<file path="src/rtl/comm_slave.sv">
// Device-side UART command endpoint: two RX bytes form a 16-bit command, single TX bytes carry responses.
// Build option COMM_TIMEOUT_EN drops a lone high byte after TIMEOUT idle cycles in WAIT_LO.
module comm_slave #(
  parameter int BAUD_DIV = 108,
  parameter int TIMEOUT  = 1000000
) (
  input  logic        clk,
  input  logic        rst,
  input  logic        RX,
  output logic        TX,
  output logic [15:0] cmd,
  output logic        cmd_rdy,
  input  logic        clr_cmd_rdy,
  input  logic [7:0]  resp,
  input  logic        send_resp,
  output logic        resp_sent,
  output logic        tx_busy
);

  // state    | meaning
  // RX_*     | idle / mid-start check / data bits / stop bit
  // WAIT_*   | expecting high byte / holding high byte, expecting low byte
  // TX_*     | idle / shifting a frame out
  typedef enum logic [1:0] {RX_IDLE, RX_START, RX_DATA, RX_STOP} rx_state_t;
  typedef enum logic {WAIT_HI, WAIT_LO} asm_state_t;
  typedef enum logic {TX_IDLE, TX_SHIFT} tx_state_t;

  localparam logic [11:0] BAUD_LD = 12'(BAUD_DIV - 1);
  localparam logic [11:0] HALF_LD = 12'(BAUD_DIV / 2 - 1);

  rx_state_t   rx_state;
  asm_state_t  asm_state;
  tx_state_t   tx_state;

  logic        rx_meta, rx_s, rx_d;
  logic [11:0] rx_baud;
  logic [3:0]  rx_bit;
  logic [7:0]  rx_shift;
  logic        byte_vld, frame_err;
  logic [7:0]  hi_byte;
  logic        start_det;

  logic [11:0] tx_baud;
  logic [3:0]  tx_bit;
  logic [8:0]  tx_data;

  assign start_det = (rx_state == RX_IDLE) && rx_d && !rx_s;

  always_ff @(posedge clk) begin
    if (rst) begin
      rx_meta   <= 1'b1;
      rx_s      <= 1'b1;
      rx_d      <= 1'b1;
      rx_state  <= RX_IDLE;
      rx_baud   <= '0;
      rx_bit    <= '0;
      rx_shift  <= '0;
      byte_vld  <= 1'b0;
      frame_err <= 1'b0;
    end else begin
      rx_meta   <= RX;
      rx_s      <= rx_meta;
      rx_d      <= rx_s;
      byte_vld  <= 1'b0;
      frame_err <= 1'b0;
      case (rx_state)
        RX_IDLE: begin
          if (start_det) begin
            rx_state <= RX_START;
            rx_baud  <= HALF_LD;
          end
        end
        RX_START: begin
          if (rx_baud == 12'd0) begin
            if (!rx_s) begin
              rx_state <= RX_DATA;
              rx_baud  <= BAUD_LD;
              rx_bit   <= 4'd7;
            end else begin
              rx_state <= RX_IDLE;
            end
          end else begin
            rx_baud <= rx_baud - 12'd1;
          end
        end
        RX_DATA: begin
          if (rx_baud == 12'd0) begin
            rx_shift <= {rx_s, rx_shift[7:1]};
            rx_baud  <= BAUD_LD;
            if (rx_bit == 4'd0) rx_state <= RX_STOP;
            else                rx_bit   <= rx_bit - 4'd1;
          end else begin
            rx_baud <= rx_baud - 12'd1;
          end
        end
        RX_STOP: begin
          if (rx_baud == 12'd0) begin
            byte_vld  <= rx_s;
            frame_err <= !rx_s;
            rx_state  <= RX_IDLE;
          end else begin
            rx_baud <= rx_baud - 12'd1;
          end
        end
        default: rx_state <= RX_IDLE;
      endcase
    end
  end

`ifdef COMM_TIMEOUT_EN
  localparam int TW = $clog2(TIMEOUT + 1);
  localparam logic [TW-1:0] TO_LD = TW'(TIMEOUT - 1);
  logic [TW-1:0] to_cnt;
`endif

  // Set is ordered after clear so a same-cycle set wins.
  always_ff @(posedge clk) begin
    if (rst) begin
      asm_state <= WAIT_HI;
      hi_byte   <= '0;
      cmd       <= '0;
      cmd_rdy   <= 1'b0;
`ifdef COMM_TIMEOUT_EN
      to_cnt    <= '0;
`endif
    end else begin
      if (clr_cmd_rdy || (start_det && asm_state == WAIT_HI)) cmd_rdy <= 1'b0;
      if (frame_err) begin
        asm_state <= WAIT_HI;
      end else if (byte_vld) begin
        if (asm_state == WAIT_HI) begin
          hi_byte   <= rx_shift;
          asm_state <= WAIT_LO;
`ifdef COMM_TIMEOUT_EN
          to_cnt    <= TO_LD;
`endif
        end else begin
          cmd       <= {hi_byte, rx_shift};
          cmd_rdy   <= 1'b1;
          asm_state <= WAIT_HI;
        end
      end
`ifdef COMM_TIMEOUT_EN
      else if (asm_state == WAIT_LO) begin
        if (start_det)             to_cnt    <= TO_LD;
        else if (to_cnt == '0)     asm_state <= WAIT_HI;
        else                       to_cnt    <= to_cnt - 1'b1;
      end
`endif
    end
  end

  // tx_data carries the stop bit in its MSB so shifting fills the line high.
  always_ff @(posedge clk) begin
    if (rst) begin
      tx_state  <= TX_IDLE;
      TX        <= 1'b1;
      tx_busy   <= 1'b0;
      resp_sent <= 1'b0;
      tx_baud   <= '0;
      tx_bit    <= '0;
      tx_data   <= '0;
    end else begin
      case (tx_state)
        TX_IDLE: begin
          if (send_resp) begin
            tx_data   <= {1'b1, resp};
            TX        <= 1'b0;
            tx_busy   <= 1'b1;
            resp_sent <= 1'b0;
            tx_baud   <= BAUD_LD;
            tx_bit    <= 4'd9;
            tx_state  <= TX_SHIFT;
          end
        end
        TX_SHIFT: begin
          if (tx_baud == 12'd0) begin
            tx_baud <= BAUD_LD;
            if (tx_bit == 4'd0) begin
              TX        <= 1'b1;
              tx_busy   <= 1'b0;
              resp_sent <= 1'b1;
              tx_state  <= TX_IDLE;
            end else begin
              TX      <= tx_data[0];
              tx_data <= {1'b1, tx_data[8:1]};
              tx_bit  <= tx_bit - 4'd1;
            end
          end else begin
            tx_baud <= tx_baud - 12'd1;
          end
        end
        default: tx_state <= TX_IDLE;
      endcase
    end
  end

endmodule

</file>
<file path="config.mk">
export PLATFORM = sky130hd
export DESIGN_NAME = comm_slave
export DESIGN_NICKNAME = d
export VERILOG_FILES = /design/src/rtl/comm_slave.sv
export SDC_FILE = /design/constraint.sdc
export NUM_CORES = 1
export LEC_CHECK = 0
export CORE_MARGIN = 2
export CORE_UTILIZATION = 52
export DETAILED_ROUTE_END_ITERATION = 7
export PLACE_DENSITY_LB_ADDON = 0.08
export SYNTH_ARGS = -nofsm -noshare
export SYNTH_HDL_FRONTEND = slang
export SYNTH_SLANG_ARGS = --single-unit
</file>
<file path="constraint.sdc">
create_clock -name clk -period 2.2 [get_ports clk]
set_input_delay 0.55 -clock clk [delete_from_list [all_inputs] [get_ports clk]]
set_output_delay 0.55 -clock clk [all_outputs]
set_load 0.01 [all_outputs]
</file>
==> results of run 1 <==
==> report_power, final <==
| group | switching, mW | internal (mW) |
|---|---|---|
| logic | 0.876 | 0.662 |
| registers | 0.154 | 1.71 |
| clock network | 0.591 | 0.655 |
| total | 1.62 | 3.03 |
==> layer usage <==
| layer | up-vias | track usage, % | routed length, µm |
|---|---|---|---|
| met4 | 0 | 8.46 | 130 |
| met2 | 55 | 34.0 | 3790 |
| met3 | 9 | 3.59 | 258 |
| li1 | 1707 | - | - |
| met1 | 1538 | 27.1 | 3920 |
| met5 | - | 0 | 0 |
==> registers in the layout, summed over array words and instances (netlist names), 4 cells and up, named ones only <==
register / count
tx_bit: 4
hi_byte: 8
cmd: 16
tx_data: 9
rx_baud: 12
tx_baud: 12
rx_bit: 4
rx_shift: 8
==> timing repair <==
action | 4_1_cts | 5_1_grt
resized for setup | 0 | 11
endpoints found under the setup margin | 0 | 26
setup buffers | 0 | 3
==> logic make-up after synthesis <==
logic type / after synthesis / share of synthesized area (%)
and+or+nand+nor: 182 / 23.4
AOI/OAI and AO/OA: 107 / 17.4
DFF: 86 / 44.0
buffers and inverters: 45 / 4.74
muxes: 17 / 4.35
adders and majority gates: 12 / 3.84
xor gates and xnor gates: 10 / 2.24
==> cells in the final DEF, fill, tap and decap left out, types with 7 or more instances in the layout <==
cell / netlist / layout
or4_1: 7 / 7
inv_1: 21 / 19
ha_1: 12 / 11
nor2_1: 46 / 46
clkbuf_8: 0 / 9
buf_4: 0 / 20
dfxtp_1: 86 / 84
clkdlybuf4s50_1: 0 / 31
nand3_1: 15 / 15
nor3_1: 15 / 14
mux2i_1: 17 / 17
a211oi_1: 16 / 16
a21oi_1: 51 / 51
nand2_1: 52 / 52
==> layout make-up <==
| cell class | count | area, µm² | area share, % |
|---|---|---|---|
| Clock buffer | 9 | 124 | 2.63 |
| Clock inverter | 7 | 108 | 2.28 |
| Inverter | 21 | 78.8 | 1.67 |
| Multi-Input combinational cell | 328 | 2050 | 43.4 |
| Sequential cell | 86 | 1720 | 36.6 |
| Tap cell | 99 | 124 | 2.63 |
| Timing Repair Buffer | 54 | 505 | 10.7 |
==> stage by stage <==
stage / cells / setup TNS (ns) / hold WS (ns) / setup WS, ns
global placement: 585 / 0 / 0.392 / 0.126
CTS: 601 / 0 / 0.416 / 0.0602
floorplan: 459 / 0 / 0.389 / 0.0360
global route: 604 / -0.0556 / 0.426 / -0.0556
detailed placement: 585 / 0 / 0.394 / 0.0818
finish: 604 / 0 / 0.413 / 0.0653
==> path summary, 6_finish.rpt <==
check,from,end,slack [ns],cells past startpoint
setup / recovery,tx_baud[1],tx_bit[1],0.07,6
hold reg to reg,rx_meta,rx_s,0.41,1
setup reg to reg,tx_baud[1],tx_bit[1],0.07,6
hold / removal,rx_meta,rx_s,0.41,1
==> critical path: stages, from the launching register on <==
cell and delay, ns:
dfxtp_2 0.34, inv_2 0.07, ha_4 0.12, or4b_4 0.46, or4_4 0.61, o32a_1 0.36, nor2_1 0.11
==> metrics.md, run 1 <==
| Metric | Value |
|---|---|
| Die H | `90.7 µm` |
| Rel. slew slack | `58.5%` |
| Fin util | `64.9%` |
| Cell Area, Synth | `0.00391 mm²` |
| DRT Wirelength | `8100 µm` |
| First-pass GRT wire length | `14100 µm` |
| Critical Path AT | `2.42 ns` |
| Skew-Pair Late Insertion Delay | `0.36 ns` |
| Area Growth Syn to Fin | `20.5%` |
| Clock skew | `0.0108 ns` |
| Via density | `5.48` |
| DRT antenna net count | `0` |
| Syn nets | `484` |
| Design Area, Final | `0.00471 mm²` |
| Clk buf depth | `2` |
| Fill cells | `646` |
| Fin nets | `525` |
| Worst Setup End Kind | `flip-flop` |
| GRT Total Usage | `20.7%` |
| Die Wd | `90.7 µm` |
| RSZ-0062 raised after global routing | `true` |
| Die area | `0.00823 mm²` |
| Yosys top cell area share | `44.0%` |
| DR WL/cell | `13.4 µm` |
| DR iter-0 viols | `135` |
| Worst min-delay path class | `reg -> reg` |
| Cell row count | `31` |
| CTS Buf Count | `9` |
| Core region area | `0.00725 mm²` |
| Pre-antenna DRT Iters | `4` |
| Slew of the pin with the lowest slew margin | `0.620 ns` |
| Post-synthesis cell type count | `53` |
| Worst VDD drop | `544 µV` |
| Ys async rst share | `0%` |
| Outcome | `finished clean` |
| Final setup fails | `0` |
| HPWL after detailed placement | `5490 µm` |
| Share of cells above drive strength 1 | `10.9%` |
| Final hold violations | `0` |
| Max-cap check violation count | `0` |
| Root Buffer Master | `clkbuf_8` |
| Synth Register Bits | `86` |
| Synth Warn # | `0` |
| Hold_buf cts | `0` |
| Placed inst area | `0.00441 mm²` |
| Antenna violations before repair | `0` |
| Startpoint Class | `flip-flop` |
| ANT cells | `0` |
| Yosys top cell by area | `dfxtp_1` |
| Global route overflow | `0` |
| Power after layout | `4.65 mW` |
| Routability cong. | `0.852` |
| Average cell area after synthesis | `8.52 µm²` |
| Seq/Total Area, Yosys | `44.0%` |
| Synth top cells by count | `86 x dfxtp_1, 52 x nand2_1, 51 x a21oi_1` |
| Leakage power total | `1.73 nW` |
| Largest cells by area after synthesis | `dfxtp_1 44%, a21oi_1 6.5%, nand2_1 5.0%, nor2_1 4.4%, mux2i_1 4.4%` |
| Pin count of the biggest net entering global routing | `74` |
| Crit path kind | `reg -> reg` |
| Fmax achieved | `468 MHz` |
| I/O Pins | `33` |
| Via Count | `3309` |
| Count leader, synth | `dfxtp_1` |
| Main flop type after synthesis | `dfxtp_1` |
| Largest fanout on the critical path | `8` |
| CTS tree | `yes` |
| Period utilisation layout | `97.0%` |
| Max-slew violation count | `0` |
| PD cells | `988 mW/mm²` |
| Post-synth EDFFs | `0` |
| Number of global-route vias before repair | `3079` |
| Minimum clock period | `2.13 ns` |
| Drc violations | `0` |
| Initial Util | `53.9%` |
| Num Clock Sinks | `86` |
| Clock transition at the registers of the reported paths | `0.09 ns` |
| Port bufs | `32` |
| H-tree Lvls | `3` |
| Cells after Synth | `459` |
| CP required | `2.49 ns` |
(Power assumes the default switching activity.)
==> run 2: changes to the inputs <==
Settings changed: HOLD_SLACK_MARGIN set to 0.08.
==> results of run 2 <==
Final layout, timing and power as in run 1 (identical DEF).
==> run 3: changes to the inputs <==
Settings changed: CTS_CLUSTER_DIAMETER set to 100.
==> results of run 3 <==
Final layout, timing and power as in run 1 (identical DEF).
==> variant (flow settings as in run 3) <==
Register the output `TX` once more, without a reset; this adds one clock of latency there. The other outputs are not delayed to match.
--- a/src/rtl/comm_slave.sv
+++ b/src/rtl/comm_slave.sv
@@ -29,2 +29,4 @@
   localparam logic [11:0] HALF_LD = 12'(BAUD_DIV / 2 - 1);
+
+  logic TX_s0;
 
@@ -156,3 +158,3 @@
       tx_state  <= TX_IDLE;
-      TX        <= 1'b1;
+      TX_s0     <= 1'b1;
       tx_busy   <= 1'b0;
@@ -167,3 +169,3 @@
             tx_data   <= {1'b1, resp};
-            TX        <= 1'b0;
+            TX_s0     <= 1'b0;
             tx_busy   <= 1'b1;
@@ -179,3 +181,3 @@
             if (tx_bit == 4'd0) begin
-              TX        <= 1'b1;
+              TX_s0     <= 1'b1;
               tx_busy   <= 1'b0;
@@ -184,3 +186,3 @@
             end else begin
-              TX      <= tx_data[0];
+              TX_s0   <= tx_data[0];
               tx_data <= {1'b1, tx_data[8:1]};
@@ -197,2 +199,6 @@
 
+  always_ff @(posedge clk) begin
+    TX <= TX_s0;
+  end
+
 endmodule
Behaviour: not the same (Yosys sat finds a counterexample within 4 cycles, from zero or initial values and one cycle with rst high).
==> variant against run 3 <==
Core utilization grew 0.33 points. Setup slack gained 0.021 ns. Non-clock buffer count grew 4. Routed wire length is essentially flat. Total power shrank 4.1%. Sequential power shrank 3%. Sequential share of layout area grew 0.27 points. Critical path type unchanged. Final cell count shrank 0.50%. Sequential cell count grew 1. Final area grew 0.50%. Area after synthesis is essentially flat.
==> variant: results (changes against run 3) <==
Parameter                              Value

Run status
  Outcome    completed

Global route
  Maximum number of pins on one net before global-route repair    46 (-38%)
  Total global-route track usage    20.7% (about the same)
  GR Layer Usage met3    3.84% (+0.25 points)
  Via count of the first global-routing pass    3184 (+3.4%)
  Global-route met1 utilization    27.4% (+0.29 points)
  Met2 usage    33.8% (-0.12 points)

Pwr
  VDD IR-drop max    0.502 mV (-7.7%)
  Leak    1.67 nW (-3.5%)

Detailed routing
  Met2 Wirelength    3770 um (-0.71%)
  Routed met1 length    4040 um (+2.9%)
  Routed wl met3    209 um (-19%)
  Violation count after the first detailed-routing iteration    106 (-21%)
  Post-detailed-routing wire length    8110 um (about the same)
  Via-per-instance ratio    5.47 (-0.23%)

Critical path
  Internal reg-to-reg setup slack    0.09 ns (+0.02 ns)
  Worst Reg-to-Reg Cells    7 (+1)
  Reg2reg start    rx_baud[1]
  Endpoint of the most critical setup path    rx_baud[4]
  Arrival time of data at the critical path endpoint    2.38 ns (-0.04 ns)

Synthesis
  Fraction of synthesized cell area in xor and xnor cells    2.24% (about the same)
  Multiplexer share of the synthesized area    4.67% (+0.32 points)
  Synth top cells by count    87 x sky130_fd_sc_hd__dfxtp_1, 61 x sky130_fd_sc_hd__nand2_1, 49 x sky130_fd_sc_hd__nor2_1
  Netlist cell types    58 (+9.4%)

Worst hold path
  WHS Endpoint    TX
  Start point of the worst min-delay path    TX_s0

Timing
  Highest clock frequency the design can meet    473 MHz (+1.0%)
  Worst hold-check slack    0.365 ns (-0.0484 ns)
  Clock tree skew after final layout    0.0137 ns (+0.00291 ns)

Placed design
  Cell area after placement    0.00446 sq mm (+1.2%)
  Final HPWL from detailed placement    5550 um (+1.1%)
[variant: cell count changes after synthesis, moves of 4 or more]
| cell | change |
|---|---|
| sky130_fd_sc_hd__nor3_1 | -7 |
| sky130_fd_sc_hd__and3_1 | -4 |
| sky130_fd_sc_hd__o21a_1 | -4 |
| sky130_fd_sc_hd__o21ai_0 | +4 |
| sky130_fd_sc_hd__or4_1 | -5 |
| sky130_fd_sc_hd__o21ai_1 | -5 |
| sky130_fd_sc_hd__a21oi_1 | -9 |
| sky130_fd_sc_hd__nand2_1 | +9 |
[variant: cells by family (layout without fill, tap and decap cells)]
logic type,Yosys count,count (layout)
AO/OA/AOI/OAI,98,98
XOR/XNOR,10,10
adder cells (fa/ha/maj),12,12
buffers and inverters,43,91
flip-flops,87,87
multiplexers,18,18
AND/OR/NAND/NOR,186,186
[variant: critical path: stages (launching register included)]
cell and delay [ns]:
sky130_fd_sc_hd__dfxtp_2 0.34, sky130_fd_sc_hd__inv_2 0.06, sky130_fd_sc_hd__ha_1 0.13, sky130_fd_sc_hd__or4b_4 0.51
sky130_fd_sc_hd__or3_4 0.42, sky130_fd_sc_hd__o21a_4 0.24, sky130_fd_sc_hd__o22a_1 0.19, sky130_fd_sc_hd__o22ai_1 0.14
[variant: area by class of cell]
cell class,instances,area (sq um)
Clock inverter,5,106
Inverter,18,67.6
Timing Repair Buffer,58,536
Tap cell,99,124
Fill cell,656,2520
Clock buffer,10,128
Sequential cell,87,1750
Multi-Input combinational cell,324,2030
[variant: power by group]
group,internal (W),switching [W]
combinational,0.000615,0.000719
clock,0.000753,0.000561
sequential,0.00170,0.000115
total,0.00307,0.00139
[variant: through the flow]
step,std cells,util [%]
floorplan,454,-
global route,601,65.3
global placement,585,61.5
detailed placement,585,61.5
finish,601,65.3
CTS,600,64.8
